`src/rtl/ysyx_24080014_lsu_if.sv`:
```
// Simplified AXI4-Lite bus between the LSU (master) and memory (slave).
interface ysyx_24080014_lsu_if;
   logic [31:0] araddr;
   logic        arvalid;
   logic        arready;
   logic [31:0] rdata;
   logic [1:0]  rresp;
   logic        rvalid;
   logic        rready;
   logic [31:0] awaddr;
   logic        awvalid;
   logic        awready;
   logic [31:0] wdata;
   logic [3:0]  wstrb;
   logic        wvalid;
   logic        wready;
   logic [1:0]  bresp;
   logic        bvalid;
   logic        bready;

   modport master (
      output araddr, arvalid, rready, awaddr, awvalid, wdata, wstrb, wvalid, bready,
      input  arready, rdata, rresp, rvalid, awready, wready, bresp, bvalid
   );

   modport slave (
      input  araddr, arvalid, rready, awaddr, awvalid, wdata, wstrb, wvalid, bready,
      output arready, rdata, rresp, rvalid, awready, wready, bresp, bvalid
   );
endinterface

```
`src/rtl/ysyx_24080014_lsu.sv`:
```
// Load/store unit: one op in flight over an AXI4-Lite master port, returns aligned
// and extended load data with fault reporting (misalign, bad funct3, bus error, timeout).
module ysyx_24080014_lsu #(
   parameter int unsigned TIMEOUT_CYC = 255
) (
   input  logic        clk,
   input  logic        rst_n,
   input  logic        in_valid,
   output logic        in_ready,
   input  logic        in_load,
   input  logic        in_store,
   input  logic [2:0]  in_funct3,
   input  logic [31:0] in_addr,
   input  logic [31:0] in_wdata,
   output logic        out_valid,
   input  logic        out_ready,
   output logic [31:0] read_data,
   output logic        out_err,
   ysyx_24080014_lsu_if.master bus
);
   localparam int unsigned CNT_W = $clog2(TIMEOUT_CYC + 1);

   typedef enum logic [2:0] {IDLE, AR, R, AWW, B, RESP} state_t;

   state_t           state, state_nx;
   logic [2:0]       op_f3;
   logic [31:0]      op_addr;
   logic [31:0]      op_wdata;
   logic [3:0]       op_wstrb;
   logic             aw_done, w_done;
   logic [CNT_W-1:0] cnt;

   logic        f3_ok_c, mis_c, bad_c, to_hit_c, aw_fin_c, w_fin_c;
   logic [31:0] st_wdata_c, shifted_c, ext_c;
   logic [3:0]  st_wstrb_c;

   // Op legality check on the presented (not yet latched) op.
   always_comb begin
      f3_ok_c = 1'b0;
      mis_c   = 1'b0;
      case (in_funct3)
         3'b000:  f3_ok_c = 1'b1;
         3'b001:  begin f3_ok_c = 1'b1;    mis_c = in_addr[0];    end
         3'b010:  begin f3_ok_c = 1'b1;    mis_c = |in_addr[1:0]; end
         3'b100:  f3_ok_c = in_load;
         3'b101:  begin f3_ok_c = in_load; mis_c = in_addr[0];    end
         default: f3_ok_c = 1'b0;
      endcase
      bad_c = (in_load | in_store) & (~f3_ok_c | mis_c);
   end

   // Store lane replication and byte strobes.
   always_comb begin
      case (in_funct3[1:0])
         2'b00: begin
            st_wdata_c = {4{in_wdata[7:0]}};
            st_wstrb_c = 4'b0001 << in_addr[1:0];
         end
         2'b01: begin
            st_wdata_c = {2{in_wdata[15:0]}};
            st_wstrb_c = 4'b0011 << in_addr[1:0];
         end
         default: begin
            st_wdata_c = in_wdata;
            st_wstrb_c = 4'b1111;
         end
      endcase
   end

   // Load data alignment and extension.
   always_comb begin
      shifted_c = bus.rdata >> {op_addr[1:0], 3'b000};
      case (op_f3)
         3'b000:  ext_c = {{24{shifted_c[7]}},  shifted_c[7:0]};
         3'b001:  ext_c = {{16{shifted_c[15]}}, shifted_c[15:0]};
         3'b100:  ext_c = {24'h0, shifted_c[7:0]};
         3'b101:  ext_c = {16'h0, shifted_c[15:0]};
         default: ext_c = shifted_c;
      endcase
   end

   assign to_hit_c = (cnt == CNT_W'(TIMEOUT_CYC - 1));
   assign aw_fin_c = aw_done | (bus.awvalid & bus.awready);
   assign w_fin_c  = w_done  | (bus.wvalid  & bus.wready);

   always_ff @(posedge clk or negedge rst_n) begin
      if (!rst_n) state <= IDLE;
      else        state <= state_nx;
   end

   always_comb begin
      state_nx = state;
      case (state)
         IDLE: if (in_valid) begin
            if (bad_c || !(in_load || in_store)) state_nx = RESP;
            else if (in_load)                    state_nx = AR;
            else                                 state_nx = AWW;
         end
         AR:   if (bus.arready)              state_nx = R;
               else if (to_hit_c)            state_nx = RESP;
         R:    if (bus.rvalid || to_hit_c)   state_nx = RESP;
         AWW:  if (aw_fin_c && w_fin_c)      state_nx = B;
               else if (to_hit_c)            state_nx = RESP;
         B:    if (bus.bvalid || to_hit_c)   state_nx = RESP;
         RESP: if (out_ready)                state_nx = IDLE;
         default:                            state_nx = IDLE;
      endcase
   end

   // Moore decode: bus handshakes depend only on state and the AWW done-flags.
   always_comb begin
      in_ready    = (state == IDLE);
      out_valid   = (state == RESP);
      bus.arvalid = (state == AR);
      bus.rready  = (state == R);
      bus.awvalid = (state == AWW) && !aw_done;
      bus.wvalid  = (state == AWW) && !w_done;
      bus.bready  = (state == B);
   end

   assign bus.araddr = {op_addr[31:2], 2'b00};
   assign bus.awaddr = {op_addr[31:2], 2'b00};
   assign bus.wdata  = op_wdata;
   assign bus.wstrb  = op_wstrb;

   always_ff @(posedge clk or negedge rst_n) begin
      if (!rst_n) begin
         op_f3     <= 3'b000;
         op_addr   <= 32'h0;
         op_wdata  <= 32'h0;
         op_wstrb  <= 4'h0;
         aw_done   <= 1'b0;
         w_done    <= 1'b0;
         cnt       <= '0;
         read_data <= 32'h0;
         out_err   <= 1'b0;
      end else begin
         case (state)
            IDLE: if (in_valid) begin
               op_f3     <= in_funct3;
               op_addr   <= in_addr;
               op_wdata  <= st_wdata_c;
               op_wstrb  <= st_wstrb_c;
               aw_done   <= 1'b0;
               w_done    <= 1'b0;
               cnt       <= '0;
               read_data <= 32'h0;
               out_err   <= bad_c;
            end
            AR: begin
               cnt <= cnt + CNT_W'(1);
               if (!bus.arready && to_hit_c) out_err <= 1'b1;
            end
            R: begin
               cnt <= cnt + CNT_W'(1);
               if (bus.rvalid) begin
                  read_data <= (bus.rresp == 2'b00) ? ext_c : 32'h0;
                  out_err   <= (bus.rresp != 2'b00);
               end else if (to_hit_c) begin
                  out_err <= 1'b1;
               end
            end
            AWW: begin
               cnt <= cnt + CNT_W'(1);
               if (bus.awvalid && bus.awready) aw_done <= 1'b1;
               if (bus.wvalid && bus.wready)   w_done  <= 1'b1;
               if (!(aw_fin_c && w_fin_c) && to_hit_c) out_err <= 1'b1;
            end
            B: begin
               cnt <= cnt + CNT_W'(1);
               if (bus.bvalid)    out_err <= (bus.bresp != 2'b00);
               else if (to_hit_c) out_err <= 1'b1;
            end
            default: ;
         endcase
      end
   end
endmodule
```
`src/flat_wrapper.sv`:
```
// flat-port wrapper written by rule: the top's interface ports become plain ports
module ysyx_24080014_lsu_flat 
#(
   parameter int unsigned TIMEOUT_CYC = 255
)
  (clk, rst_n, in_valid, in_ready, in_load, in_store, in_funct3, in_addr, in_wdata, out_valid, out_ready, read_data, out_err, bus_araddr, bus_arvalid, bus_rready, bus_awaddr, bus_awvalid, bus_wdata, bus_wstrb, bus_wvalid, bus_bready, bus_arready, bus_rdata, bus_rresp, bus_rvalid, bus_awready, bus_wready, bus_bresp, bus_bvalid);
  ysyx_24080014_lsu_if bus_i ();
  input  logic clk;
  input  logic rst_n;
  input  logic in_valid;
  output logic in_ready;
  input  logic in_load;
  input  logic in_store;
  input  logic [2:0] in_funct3;
  input  logic [31:0] in_addr;
  input  logic [31:0] in_wdata;
  output logic out_valid;
  input  logic out_ready;
  output logic [31:0] read_data;
  output logic out_err;
  output wire logic [$bits(bus_i.araddr)-1:0] bus_araddr;
  output wire logic [$bits(bus_i.arvalid)-1:0] bus_arvalid;
  output wire logic [$bits(bus_i.rready)-1:0] bus_rready;
  output wire logic [$bits(bus_i.awaddr)-1:0] bus_awaddr;
  output wire logic [$bits(bus_i.awvalid)-1:0] bus_awvalid;
  output wire logic [$bits(bus_i.wdata)-1:0] bus_wdata;
  output wire logic [$bits(bus_i.wstrb)-1:0] bus_wstrb;
  output wire logic [$bits(bus_i.wvalid)-1:0] bus_wvalid;
  output wire logic [$bits(bus_i.bready)-1:0] bus_bready;
  input wire logic [$bits(bus_i.arready)-1:0] bus_arready;
  input wire logic [$bits(bus_i.rdata)-1:0] bus_rdata;
  input wire logic [$bits(bus_i.rresp)-1:0] bus_rresp;
  input wire logic [$bits(bus_i.rvalid)-1:0] bus_rvalid;
  input wire logic [$bits(bus_i.awready)-1:0] bus_awready;
  input wire logic [$bits(bus_i.wready)-1:0] bus_wready;
  input wire logic [$bits(bus_i.bresp)-1:0] bus_bresp;
  input wire logic [$bits(bus_i.bvalid)-1:0] bus_bvalid;
  assign bus_araddr = bus_i.araddr;
  assign bus_arvalid = bus_i.arvalid;
  assign bus_rready = bus_i.rready;
  assign bus_awaddr = bus_i.awaddr;
  assign bus_awvalid = bus_i.awvalid;
  assign bus_wdata = bus_i.wdata;
  assign bus_wstrb = bus_i.wstrb;
  assign bus_wvalid = bus_i.wvalid;
  assign bus_bready = bus_i.bready;
  assign bus_i.arready = bus_arready;
  assign bus_i.rdata = bus_rdata;
  assign bus_i.rresp = bus_rresp;
  assign bus_i.rvalid = bus_rvalid;
  assign bus_i.awready = bus_awready;
  assign bus_i.wready = bus_wready;
  assign bus_i.bresp = bus_bresp;
  assign bus_i.bvalid = bus_bvalid;
  ysyx_24080014_lsu #(.TIMEOUT_CYC(TIMEOUT_CYC)) u_core (.clk(clk), .rst_n(rst_n), .in_valid(in_valid), .in_ready(in_ready), .in_load(in_load), .in_store(in_store), .in_funct3(in_funct3), .in_addr(in_addr), .in_wdata(in_wdata), .out_valid(out_valid), .out_ready(out_ready), .read_data(read_data), .out_err(out_err), .bus(bus_i));
endmodule
```
`config.mk`:
```
export PLATFORM = sky130hd
export DESIGN_NAME = ysyx_24080014_lsu_flat
export DESIGN_NICKNAME = d
export VERILOG_FILES = /design/src/rtl/ysyx_24080014_lsu_if.sv /design/src/rtl/ysyx_24080014_lsu.sv /design/src/flat_wrapper.sv
export SDC_FILE = /design/constraint.sdc
export NUM_CORES = 1
export LEC_CHECK = 0
export BUFFER_PORTS_ARGS = -buffer_cell sky130_fd_sc_hd__buf_4
export CAP_MARGIN = 20
export CORE_ASPECT_RATIO = 1.1
export CORE_MARGIN = 2
export CORE_UTILIZATION = 35
export CTS_BUF_LIST = sky130_fd_sc_hd__clkbuf_8 sky130_fd_sc_hd__clkbuf_16
export DETAILED_ROUTE_END_ITERATION = 10
export GPL_TIMING_DRIVEN = 0
export PLACE_DENSITY = 0.58
export SETUP_SLACK_MARGIN = 0.4
export SLEW_MARGIN = 40
export SYNTH_ARGS = -nofsm -noshare
export SYNTH_HDL_FRONTEND = slang
export SYNTH_SLANG_ARGS = --single-unit
```
`constraint.sdc`:
```
create_clock -name clk -period 2.4 [get_ports clk]
set_input_delay 0 -clock clk [delete_from_list [all_inputs] [get_ports clk]]
set_output_delay 0 -clock clk [all_outputs]
set_load 0.05 [all_outputs]
```
Word-level counts from Yosys, hierarchy flattened
Index checks and enable logic that the tools add are counted.
Storage, ports and cells
  bits in registers: 117
  input port bits: 114
  output and inout port bits: 140
  word-level logic and storage cells: 117
Operators by class
  add/subtract/negate cells: 1
  equality and inequality tests: 23
  shifts and indexed selects: 3
  muxes and demuxes: 33
  bitwise gates (word level): 8
  reduce and logical (&&, ||, !) cells: 39
Operators with widths (number)
  32-bit one-hot mux with 2 select lines: 2
  32-bit one-hot mux with 4 select lines: 1
  32-bit two-way mux: 3
  32-bit by 5-bit >> shifter with 32-bit output: 1
  3-bit two-way mux: 8
  3-bit equality test (second input constant): 6
  3-bit one-hot mux with 6 select lines: 1
  8-bit one-hot mux with 2 select lines: 1
  2-bit by 1-bit inequality test with 1-bit output (second input constant): 5
  2-bit nonzero test: 5
  3-bit by 1-bit equality test with 1-bit output (second input constant): 3
  3-bit by 2-bit equality test with 1-bit output (second input constant): 3
  3-bit zero test: 3
  1-bit two-way mux: 9
  3-bit AND reduction: 3
  8-bit by 1-bit adder with 8-bit output (second input constant): 1
  8-bit equality test (second input constant): 1
  8-bit two-way mux: 1
  2-bit inequality test (second input constant): 4
  1-bit one-hot mux with 2 select lines: 4
  4-bit one-hot mux with 2 select lines: 1
  4-bit AND reduction: 2
  1-bit logical AND: 7
  2-bit OR reduction: 3
  15 further kinds: 29

Logic depth before layout (Yosys ltp)
Gate-level depths: netlist of run 1.
  word-level depth: 10
  depth in mapped cells: 8
  depth with buffers taken out: 7

Worst setup path after synthesis of run 1
OpenSTA, ideal clock, no wires.
  path kind: register -> register
  start: register u_core.state[1]
  end: register u_core.out_err
  setup time: 0.125 ns
  arrival time: 2.559 ns
  required time: 2.275 ns
  path slack: -0.284 ns
  cell stages (with the launch flop): 7
  buffers on the path: 1
  clock period less this slack: 2.684 ns
  cells stage by stage: dfrtp_1 -> clkbuf_1 -> inv_1 -> nor3_1 -> a22o_1 -> a21oi_1 -> mux2_2
On the way
  elaborated cells on any way between the ends: 20
  classes of those cells: eq/ne (7); mux (1); bitwise (4); reduce/logical (8)
RTL lines
  start, declared: RTL line ysyx_24080014_lsu.sv:25  | state_t state, state_nx;
  start signal, assigned: RTL line ysyx_24080014_lsu.sv:88  | else state <= state_nx;
  3-bit by 2-bit equality test with 1-bit output *
  named net bus_rready: RTL line flat_wrapper.sv:23  | output wire logic [$bits(bus_i.rready)-1:0] bus_rready;
  5-bit nonzero test (no source line)
  4-bit AND reduction (no source line)
  end signal, assigned: RTL line ysyx_24080014_lsu.sv:158  | out_err <= (bus.rresp != 2'b00);
  end signal, assigned: RTL line ysyx_24080014_lsu.sv:171  | if (bus.bvalid) out_err <= (bus.bresp != 2'b00);
  end, declared: RTL line ysyx_24080014_lsu.sv:18  | output logic out_err,
Mark *: on every way through the listed nets, which the timed path passes. The rest lies on a longest branch.
A chain may end at the register's enable or synchronous reset.

Final worst setup path of run 1
  start: register u_core.op_addr[0]
  end: register u_core.read_data[24]
On the way
  longest elaborated chain between the ends: 5
RTL lines
  start, declared: RTL line ysyx_24080014_lsu.sv:27  | logic [31:0] op_addr;
  start signal, assigned: RTL line ysyx_24080014_lsu.sv:141  | op_addr <= in_addr;
  32-bit by 5-bit >> shifter with 32-bit output: RTL line ysyx_24080014_lsu.sv:72  | shifted_c = bus.rdata >> {op_addr[1:0], 3'b000};
  32-bit one-hot mux with 4 select lines: RTL line ysyx_24080014_lsu.sv:73  | case (op_f3)
  32-bit two-way mux: RTL line ysyx_24080014_lsu.sv:157  | read_data <= (bus.rresp == 2'b00) ? ext_c : 32'h0;
  32-bit two-way mux: RTL line ysyx_24080014_lsu.sv:156  | if (bus.rvalid) begin
  32-bit one-hot mux with 2 select lines: RTL line ysyx_24080014_lsu.sv:138  | case (state)
  end signal, assigned: RTL line ysyx_24080014_lsu.sv:157
  end, declared: RTL line ysyx_24080014_lsu.sv:17  | output logic [31:0] read_data,
No other way between the ends. The select of a mux whose other input is x is not followed.

==> results by stage, run 1 <==
Worst setup path:
- The launch point of the worst reg-to-reg path is u_core.op_addr[0].
- Walking the worst path, the cells encountered are buf_6 -> mux2_4 -> mux2i_4 -> or2_1 -> a2111oi_4 -> buf_4 -> buf_6 -> a221o_1.
- The count of cells along the worst register-to-register path is 8.
- The setup check on the worst reg-to-reg path leaves a slack of 490 ps.
- The slowest stage of the critical path belongs to the cell dfrtp_1.
- Among the stages of the critical path, the cell type that occurs most often is buf_6.
- The data required time of the worst path is approximately 2700 ps.
- The worst setup path is captured at a flip-flop.
- At the worst endpoint, the arrival time is around 2200 ps.
- The first element of the critical path is u_core.op_addr[0].
- The critical path startpoint category is a flip-flop.
- The worst reg2reg path endpoint is u_core.read_data[24].
- Following the worst setup path forward leads to its endpoint at u_core.read_data[24].
- Of all nets on the critical path, the largest fanout is 10.
- For this run, the slowest stage of the critical path takes around 370 ps.
- The category of the most critical setup path is flip-flop to flip-flop.

Drt:
- The wire length after detailed routing is between 20,000 and 25,000 µm.
- The total number of vias is between 6,000 and 7,000.
- The length of the first detailed-routing pass in iterations is 4.
- After detailed routing, the number of remaining DRC violations is 0.
- The number of violations reported at the end of detailed-routing iteration 0 is around 230.
- The per-cell routed wire length is between 15 and 20 µm.
- The number of nets with antenna violations after routing is 0.
- The ratio of routed vias to standard cells is approximately 4.7.

Placed design:
- The count of buffers from port buffering is about 250.
- Summed over all nets, the half-perimeter wirelength after detailed placement is between 10,000 and 15,000 µm.
- The placed instance area is about 8400 µm².
- The last weighted congestion value of the routability-driven placer is approximately 0.85.

Clock tree:
- The master cell of the clock root buffer is clkbuf_16.
- The clock passes through at most 2 buffers.
- The clock latency on the worst-skew pair is between 400 and 500 ps.
- The clock-pin slew reported for the worst setup and hold paths after clock tree synthesis is about 60 ps.
- The clock drives ~120 sinks.
- In this run, CTS created clock tree buffers numbering 17.
- The H-tree generated during clock tree synthesis spans 4 levels.
- The clock tree from TritonCTS is built.

Timing:
- The final count of negative-setup-slack endpoints is 0.
- Dividing the final minimum period by the clock period gives 0.796.
- The achievable frequency is roughly 520 MHz.
- Hold timing on the final database bottoms out at a slack of approximately 18 ps.
- In the final timing run, aggregate negative setup slack is 0 ps.
- The maximum clock skew at final layout is ~9.0 ps.
- The hold violation count in the final report is 0.
- The total count of max-transition violations in the final report is 0.
- The worst-case headroom to the max-slew limit is 0.439.
- At the pin with the least slew margin, the transition time is 842 ps.
- Setup repair after global routing left no endpoint under its margin.
- For the finished layout, the period the worst path requires is 1910 ps.

Logic synthesis:
- The post-synthesis cell type count is 55.
- The number of storage elements in the synthesis netlist is about 120.
- Among all flip-flop cells after synthesis, the most frequent one is dfrtp_1.
- The average size of a mapped cell is a little under 9 µm².
- The portion of synthesized cell area occupied by the leading cell type is 0.473.
- In the synthesized netlist, the number of instances is about 700.
- The cell type with the largest total area after synthesis is dfrtp_1.
- Counting instances in the post-synthesis netlist gives the leading cell types as nand2_1, dfrtp_1, buf_4.
- Ranked by total cell area, the synthesized netlist is headed by dfrtp_1, nand2_1, buf_4, mux2i_1, o21ai_0.
- Of the synthesized area, sequential elements account for 0.473.
- Yosys printed 0 warnings.
- The most common cell in the netlist is nand2_1.
- The number of flops mapped to enable cells by yosys is 0.
- The mapped netlist covers between 6000 and 7000 µm².
- For this run, asynchronously set or reset flops after synthesis account for 1.00.

Global route:
- The maximum number of pins on one net before global-route repair is 48.
- The wire length of the first global-routing pass is roughly 32,000 µm.
- The global-route usage over all layers is 0.222.
- For this run the aggregate overflow at the end of global routing stands at 0.
- The via count of the first global-routing pass was around 6,100.
- The number of antenna violations at the first check in global routing is 0.

Power and ir drop:
- The combinational power share is 0.579.
- Across the VDD grid, the largest voltage drop is around 640 µV.
- The share of total power dissipated in sequential elements is 0.227.
- The switching share of power is 0.482.
- The share of total power dissipated in the clock network is 0.194.
- The leakage power figure is ~5.2 nW.
- The completed layout was analyzed and its total power is approximately 0.014 W.
- In this run the power density over the cells is around 1400 nW/µm².
- The internal cell power is about 0.0073 W.
- The net switching component of the power is 0.00682 W.

Final layout:
- From synthesis to final layout, the design area changed by 63.5%.
- After routing the design area is 10,100 µm².
- The number of antenna diodes is 0.
- The share of final-layout standard cells stronger than drive strength 1 is 0.382.
- In the final design database the tool counted approximately 1,200 nets.

Floorplan:
- The x dimension of the die is approximately 130 µm.
- The I/O pin total is 254.
- The core region area is approximately 17,000 µm².
- The die is 143 µm tall.
- The number of placement rows is 51.
- For this configuration, the core starts out at a cell density of 0.354.
- The die covers 18,800 µm².

Min path:
- The tightest min-delay check is of the primary input to async pin type.

Job:
- The number of max-capacitance violations reported is 0.

Run status:
- The run finished with clean final reports.
-- metal layers --
metal,track usage,vias up,share of wire
met5,0,-,0
met4,0.0913,0,0.029
met3,0.0577,40,0.055
met2,0.370,195,0.50
met1,0.273,2918,0.42
li1,-,3040,-
-- stage by stage --
step / cells / setup WS [ps] / utilization
after floorplan: 700 / 260 / -
after global placement: 1186 / -49.3 / 0.479
after detailed placement: 1188 / -16.0 / 0.482
after CTS: 1310 / 373 / 0.573
after global routing: 1315 / 408 / 0.579
final: 1315 / 490 / 0.579
-- worst min path at each step --
stage | endpoint | slack (ps) | cells past startpoint | startpoint
after global routing | u_core.op_addr[20] | 30 | 2 | rst_n
after floorplan | u_core.aw_done | -300 | 0 | rst_n
final | u_core.op_addr[20] | 20 | 2 | rst_n
after CTS | u_core.aw_done | 5 | 4 | bus_awready
after detailed placement | u_core.op_addr[20] | -130 | 1 | rst_n
after global placement | u_core.op_addr[28] | 190 | 3 | in_addr[28]
-- critical path: cells and delay by family, from the launching register on --
kind            cells  cell delay (ps)
flops               1              370
compound gates      2              330
mux                 2              480
simple gates        1              170
buf+inv             3              440
-- layout make-up --
type                       instances  area [µm²]
tap                              238         298
buffer                           106         706
clock buffer                      18         439
timing repair buffer             345        2870
sequential                       117        2930
multi-input combinational        471        2660
inverter                           6        22.5
clock inverter                    14         198
fill                            1653        7360
-- repair_timing --
action,4_1_cts,5_1_grt
setup buffers,3,5
pin swaps,2,1
endpoints found under the setup margin,93,85
resized for setup,25,29
hold endpoints to repair,158,0
hold buffers,87,0
-- state kept, by name, summed over array words and instances (netlist names) --
register and flops:
u_core.aw_done 1, u_core.bus.wdata 32, u_core.bus.wstrb 4, u_core.cnt 8, u_core.op_addr 32, u_core.op_f3 3, u_core.out_err 1, u_core.read_data 32
u_core.state 3, u_core.w_done 1
-- cell usage in the layout, fill, tap and decap left out, types with 4 or more instances in the layout --
master and n:
a21oi_1 39, a221o_1 17, buf_2 7, buf_4 320, bufinv_16 4, clkbuf_1 12
clkbuf_16 17, clkbuf_2 11, clkbuf_4 6, clkinvlp_4 5, conb_1 4, dfrtp_1 115
dlygate4sd3_1 87, inv_1 5, mux2_2 9, mux2i_1 39, nand2_1 194, nor2_1 36
nor2_2 4, nor2b_1 4, o21ai_0 56, o21ai_1 5, o22ai_1 5, or3_1 4
-- kinds of logic (layout without fill, tap and decap cells) --
kind of cell | Yosys count | after routing | synth area share
adders and majority gates | 2 | 2 | 0.00404
muxes | 51 | 51 | 0.0853
DFF | 117 | 117 | 0.473
AOI/OAI and AO/OA | 142 | 142 | 0.143
buffers and inverters | 112 | 489 | 0.110
and+or+nand+nor | 270 | 270 | 0.181
other | 1 | 4 | 0.000606
xor gates and xnor gates | 2 | 2 | 0.00283
-- power groups by stage --
stage / registers [W] / logic, W / clock network (W)
after global placement: 0.00322 / 0.00787 / 0
after detailed placement: 0.00323 / 0.00791 / 0
final: 0.00322 / 0.00820 / 0.00274
after CTS: 0.00321 / 0.00810 / 0.00280
after floorplan: 0.00431 / 0.00449 / 0
after global routing: 0.00332 / 0.00874 / 0.00289
Note: power is estimated with default switching activity, not from simulation.
==> run 2: changes to the inputs <==
--- a/config.mk
+++ b/config.mk
@@ -5,6 +5,7 @@
 export SDC_FILE = /design/constraint.sdc
 export NUM_CORES = 1
 export LEC_CHECK = 0
+export ABC_AREA = 1
 export BUFFER_PORTS_ARGS = -buffer_cell sky130_fd_sc_hd__buf_4
 export CAP_MARGIN = 20
 export CORE_ASPECT_RATIO = 1.1
@@ -13,7 +14,7 @@
 export CTS_BUF_LIST = sky130_fd_sc_hd__clkbuf_8 sky130_fd_sc_hd__clkbuf_16
 export DETAILED_ROUTE_END_ITERATION = 10
 export GPL_TIMING_DRIVEN = 0
-export PLACE_DENSITY = 0.58
+export PLACE_DENSITY = 0.6
 export SETUP_SLACK_MARGIN = 0.4
 export SLEW_MARGIN = 40
 export SYNTH_ARGS = -nofsm -noshare
==> constraint.sdc (replaced) <==
create_clock -name clk -period 1.7 [get_ports clk]
set_input_delay 0 -clock clk [delete_from_list [all_inputs] [get_ports clk]]
set_output_delay 0 -clock clk [all_outputs]
set_load 0.05 [all_outputs]
==> run 2 against run 1 <==
  * Setup slack got worse by 380 ps
  * Critical path type unchanged
  * Largest power group unchanged
  * Combinational power rose by 83%
  * Critical path depth rose by 4
  * Register-to-register slack got worse by 380 ps
  * Sequential cell count did not move
  * Area after synthesis rose by 4.6%
  * Worst hold slack got worse by 14 ps
  * Clock power rose by 46%
  * Wire length rose by 17%
  * Synthesized cell count rose by 22%
==> results by stage, run 2 <==
Run status:
- The flow ran to the end, and the final reports show no timing, DRC or antenna violations.

Worst setup path:
- The data required time of the worst path is 2060 ps.
- For this run, the slowest stage of the critical path takes 440 ps.
- The kind of cell with the highest combined delay along the critical path is buffers and inverters.
- The setup check on the worst reg-to-reg path leaves a slack of about 110 ps.
- The kind of end point of the critical path is a flip-flop.
- The critical path startpoint category is a flip-flop.
- The setup path with the least slack is of type flip-flop to flip-flop.
- Of all nets on the critical path, the largest fanout is 8.
- The worst reg2reg path endpoint is u_core.bus.wdata[18].
- Among the stages of the critical path, the cell type that occurs most often is nand2_4.
- For this design, the slowest cell found on the critical path is dfrtp_2.
- The critical path contains buffers and inverters numbering 5 combined.
- The count of cells along the worst register-to-register path is 12.
- The launch point of the worst reg-to-reg path is u_core.state[1].
- For the worst setup path, the data arrival time is roughly 2000 ps.
- Walking the worst path, the cells encountered are inv_2 -> nand2_4 -> nor2_4 -> nand2_4 -> buf_12 -> inv_12 -> buf_12 -> buf_16 -> nand2_4 -> nand2_2 -> o21ai_2 -> nand2_1.

Global route:
- The number of antenna violations at the first check in global routing is 0.
- The total congestion overflow is 0.
- The maximum number of pins on one net before global-route repair is between 60 and 70.
- The wire length of the first global-routing pass is 37,000 µm.
- Across every metal layer, demand over resource in global routing totals 0.241.
- The via count of the first global-routing pass is 7,290.

Floorplan:
- Row generation in the floorplan step produced between 50 and 60 rows.
- The overall die height is ~150 µm.
- The floorplan step defined a core boundary enclosing between 15,000 and 20,000 µm².
- The die covers just under 20,000 µm².
- In this run the horizontal extent of the chip is about 130 µm.
- For this configuration, the core starts out at a cell density of 0.354.
- 254 I/O pins were placed.

Power and ir drop:
- The peak supply drop is roughly 1600 µV.
- The sum of internal, switching and leakage power is between 0.02 and 0.025 W.
- Dividing total power by cell area gives a power density of 2020 nW/µm².
- The leakage power figure is roughly 6.2 nW.

Logic synthesis:
- The share of synthesized area spent on multiplexers is 0.
- Yosys printed 0 warnings.
- By area, the combinational part of the netlist is dominated by simple AND/OR/NAND/NOR gates.
- The share of the synthesized netlist area taken by xor and xnor gates is 0.00271.
- In the synthesized netlist the dominant register cell turns out to be dfrtp_1.
- The most common cell in the netlist is nand2_1.
- Yosys mapped a number of flops with a built-in enable equal to 0.
- Dividing the synthesized area by the synthesized cell count gives 7.64 µm².
- For this run, the register share of the synthesized area comes to 0.452.
- Of the total synthesized cell area, the portion taken by AND, OR, NAND and NOR gates is 0.290.
- The gate count of the mapped netlist is 848.
- The portion of synthesized cell area occupied by the leading cell type is 0.452.
- Of all cell types, the one taking the most synthesized area is dfrtp_1.
- Ranked by total cell area, the synthesized netlist is headed by dfrtp_1, nand2_1, buf_4, a21oi_1, o21ai_0.
- In the synthesized netlist, the cells that appear most often are nand2_1, dfrtp_1, buf_4.
- The synthesized netlist occupies a cell area of approximately 6500 µm².
- The post-synthesis cell type count is 39.
- The number of storage elements in the synthesis netlist is roughly 120.
- The complex-gate fraction of the synthesized area is 0.115.
- The adder and majority gate portion of the synthesized area is 0.00386.
- For this run, asynchronously set or reset flops after synthesis account for 1.00.

Timing:
- In the finished design, the share of the clock period the worst path needs comes to 0.934.
- The achievable frequency is 630 MHz.
- The final count of negative-setup-slack endpoints is 0.
- The maximum clock skew at final layout is 10.4 ps.
- The total count of max-transition violations in the final report is 0.
- The worst path in the final design needs a cycle of ~1600 ps, including I/O delays and setup.
- The hold violation count in the final report is 0.
- The final total negative setup slack is 0 ps.
- The worst-margin pin slew is ~550 ps.
- Setup repair after global routing could not meet its margin everywhere.
- Headroom to the max-slew limit came out at 0.633.
- Across all setup checks in the final design, the least slack found is around 110 ps.

Min path:
- The worst hold path startpoint is bus_rdata[5].
- The worst hold path passes through 5 cells.
- The worst min-delay path class is primary input to flip-flop.
- The worst min-delay path endpoint is u_core.read_data[5].

Placed design:
- The instance count after placement with tap cells included is ~1,300.
- The count of buffers from port buffering is between 200 and 250.
- The worst setup slack after placement is 11.1 ps.
- The half-perimeter wire length after detailed placement is 16,300 µm.
- The last weighted congestion value of the routability-driven placer is between 0.9 and 1.

Final layout:
- The share of final-layout standard cells stronger than drive strength 1 is 0.483.
- The number of antenna diodes is 0.
- The number of filler instances in the final layout is roughly 1,500.
- Leaving out fill and tap cells, the most frequent cells in the layout are buf_4, nand2_1, dfrtp_1, dlygate4sd3_1, nand2_2.
- The post-layout net count is 1,372.
- The most frequent standard cell in the layout excluding fill and tap cells is buf_4.
- At the end of the flow the core is filled with cells to 0.644.
- The signed area change from the synthesized netlist to the final layout is 81.7%.
- The non-filler instance count after layout is ~1,500.

Job:
- The number of max-capacitance violations reported is 0.

Clock tree:
- CTS saw 117 sinks.
- Clock latency on the worst-skew pair, taken at its later pin, is approximately 420 ps.
- TritonCTS built the clock tree.
- Buffers inserted during clock tree synthesis total 17.
- The clock passes through at most 2 buffers.
- The H-tree generated during clock tree synthesis spans 4 levels.
- The master cell of the clock root buffer is clkbuf_16.
- After clock tree synthesis, the clock-pin slew on the worst setup and hold paths is around 60 ps.

Drt:
- The ratio of routed vias to standard cells is roughly 4.7.
- The per-cell routed wire length is 16.2 µm.
- The routed layout has 7,066 vias.
- In this run the remaining antenna-violating nets after routing total 0.
- The length of the first detailed-routing pass in iterations is 4.
- The DRC violation count after routing is 0.
- The number of violations reported at the end of detailed-routing iteration 0 is between 300 and 400.
- The final layout contains routed wiring with a total length of ~24,000 µm.
-- run 2: cell families after synthesis --
| logic type | after synthesis |
|---|---|
| other cells | 1 |
| compound gates | 129 |
| buf+inv | 141 |
| xor+xnor | 2 |
| fa+ha+maj | 2 |
| flops | 117 |
| simple gates | 456 |
-- run 2: what timing repair did --
item / 4_1_cts / 5_1_grt
hold buffers: 79 / 1
setup buffers: 27 / 15
cloned: 12 / 3
endpoints found under the hold margin: 197 / 1
setup endpoints to repair: 124 / 124
pin swaps: 23 / 41
resized for setup: 121 / 150
-- run 2: stage by stage --
stage / instance area, µm² / hold slack (ps)
after global routing: 11800 / 11.4
after CTS: 11100 / -17.8
after floorplan: 6590 / -296
after detailed placement: 8790 / -53.3
final: 11800 / 3.56
after global placement: 8750 / 193
-- run 2: final cells by class --
cell class	count	area, µm²	share of cell area
buffer	101	897	0.0763
timing repair inverter	1	7.51	0.000638
inverter	40	181	0.0154
clock buffer	17	425	0.0362
clock inverter	14	228	0.0194
tap	243	304	0.0258
timing repair buffer	384	3490	0.297
multi-input combinational	594	3300	0.281
sequential	117	2930	0.249
-- run 2: worst min-delay path: stages --
cell	delay, ps
buf_4	80
nand2_1	40
nand3_1	50
o21ai_1	70
o21ai_0	140
-- run 2: power breakdown --
part           leakage, nW  switching [W]  total (W)  internal (W)
Clock                0.308        0.00140    0.00401       0.00261
Sequential            1.50       0.000930    0.00470       0.00377
Combinational         4.41        0.00902     0.0150       0.00599
-- run 2: per-layer routing --
layer  vias up  GRT usage  share of wire
met5         -          0              0
met4         0      0.104          0.030
met3        51     0.0646          0.064
met2       263      0.421           0.52
met1      3299      0.277           0.39
li1       3453          -              -
-- run 2: how the worst max path moves through the flow --
stage	from	to	slack, ps	depth (start not counted)
finish	u_core.state[1]	u_core.bus.wdata[18]	110	12
global route	u_core.state[1]	u_core.bus.wdata[18]	20	12
CTS	u_core.state[1]	u_core.read_data[28]	180	10
detailed placement	u_core.state[0]	u_core.bus.wdata[22]	10	11
global placement	u_core.state[0]	u_core.bus.wdata[22]	40	11
floorplan	u_core.state[0]	u_core.bus.wstrb[0]	20	9
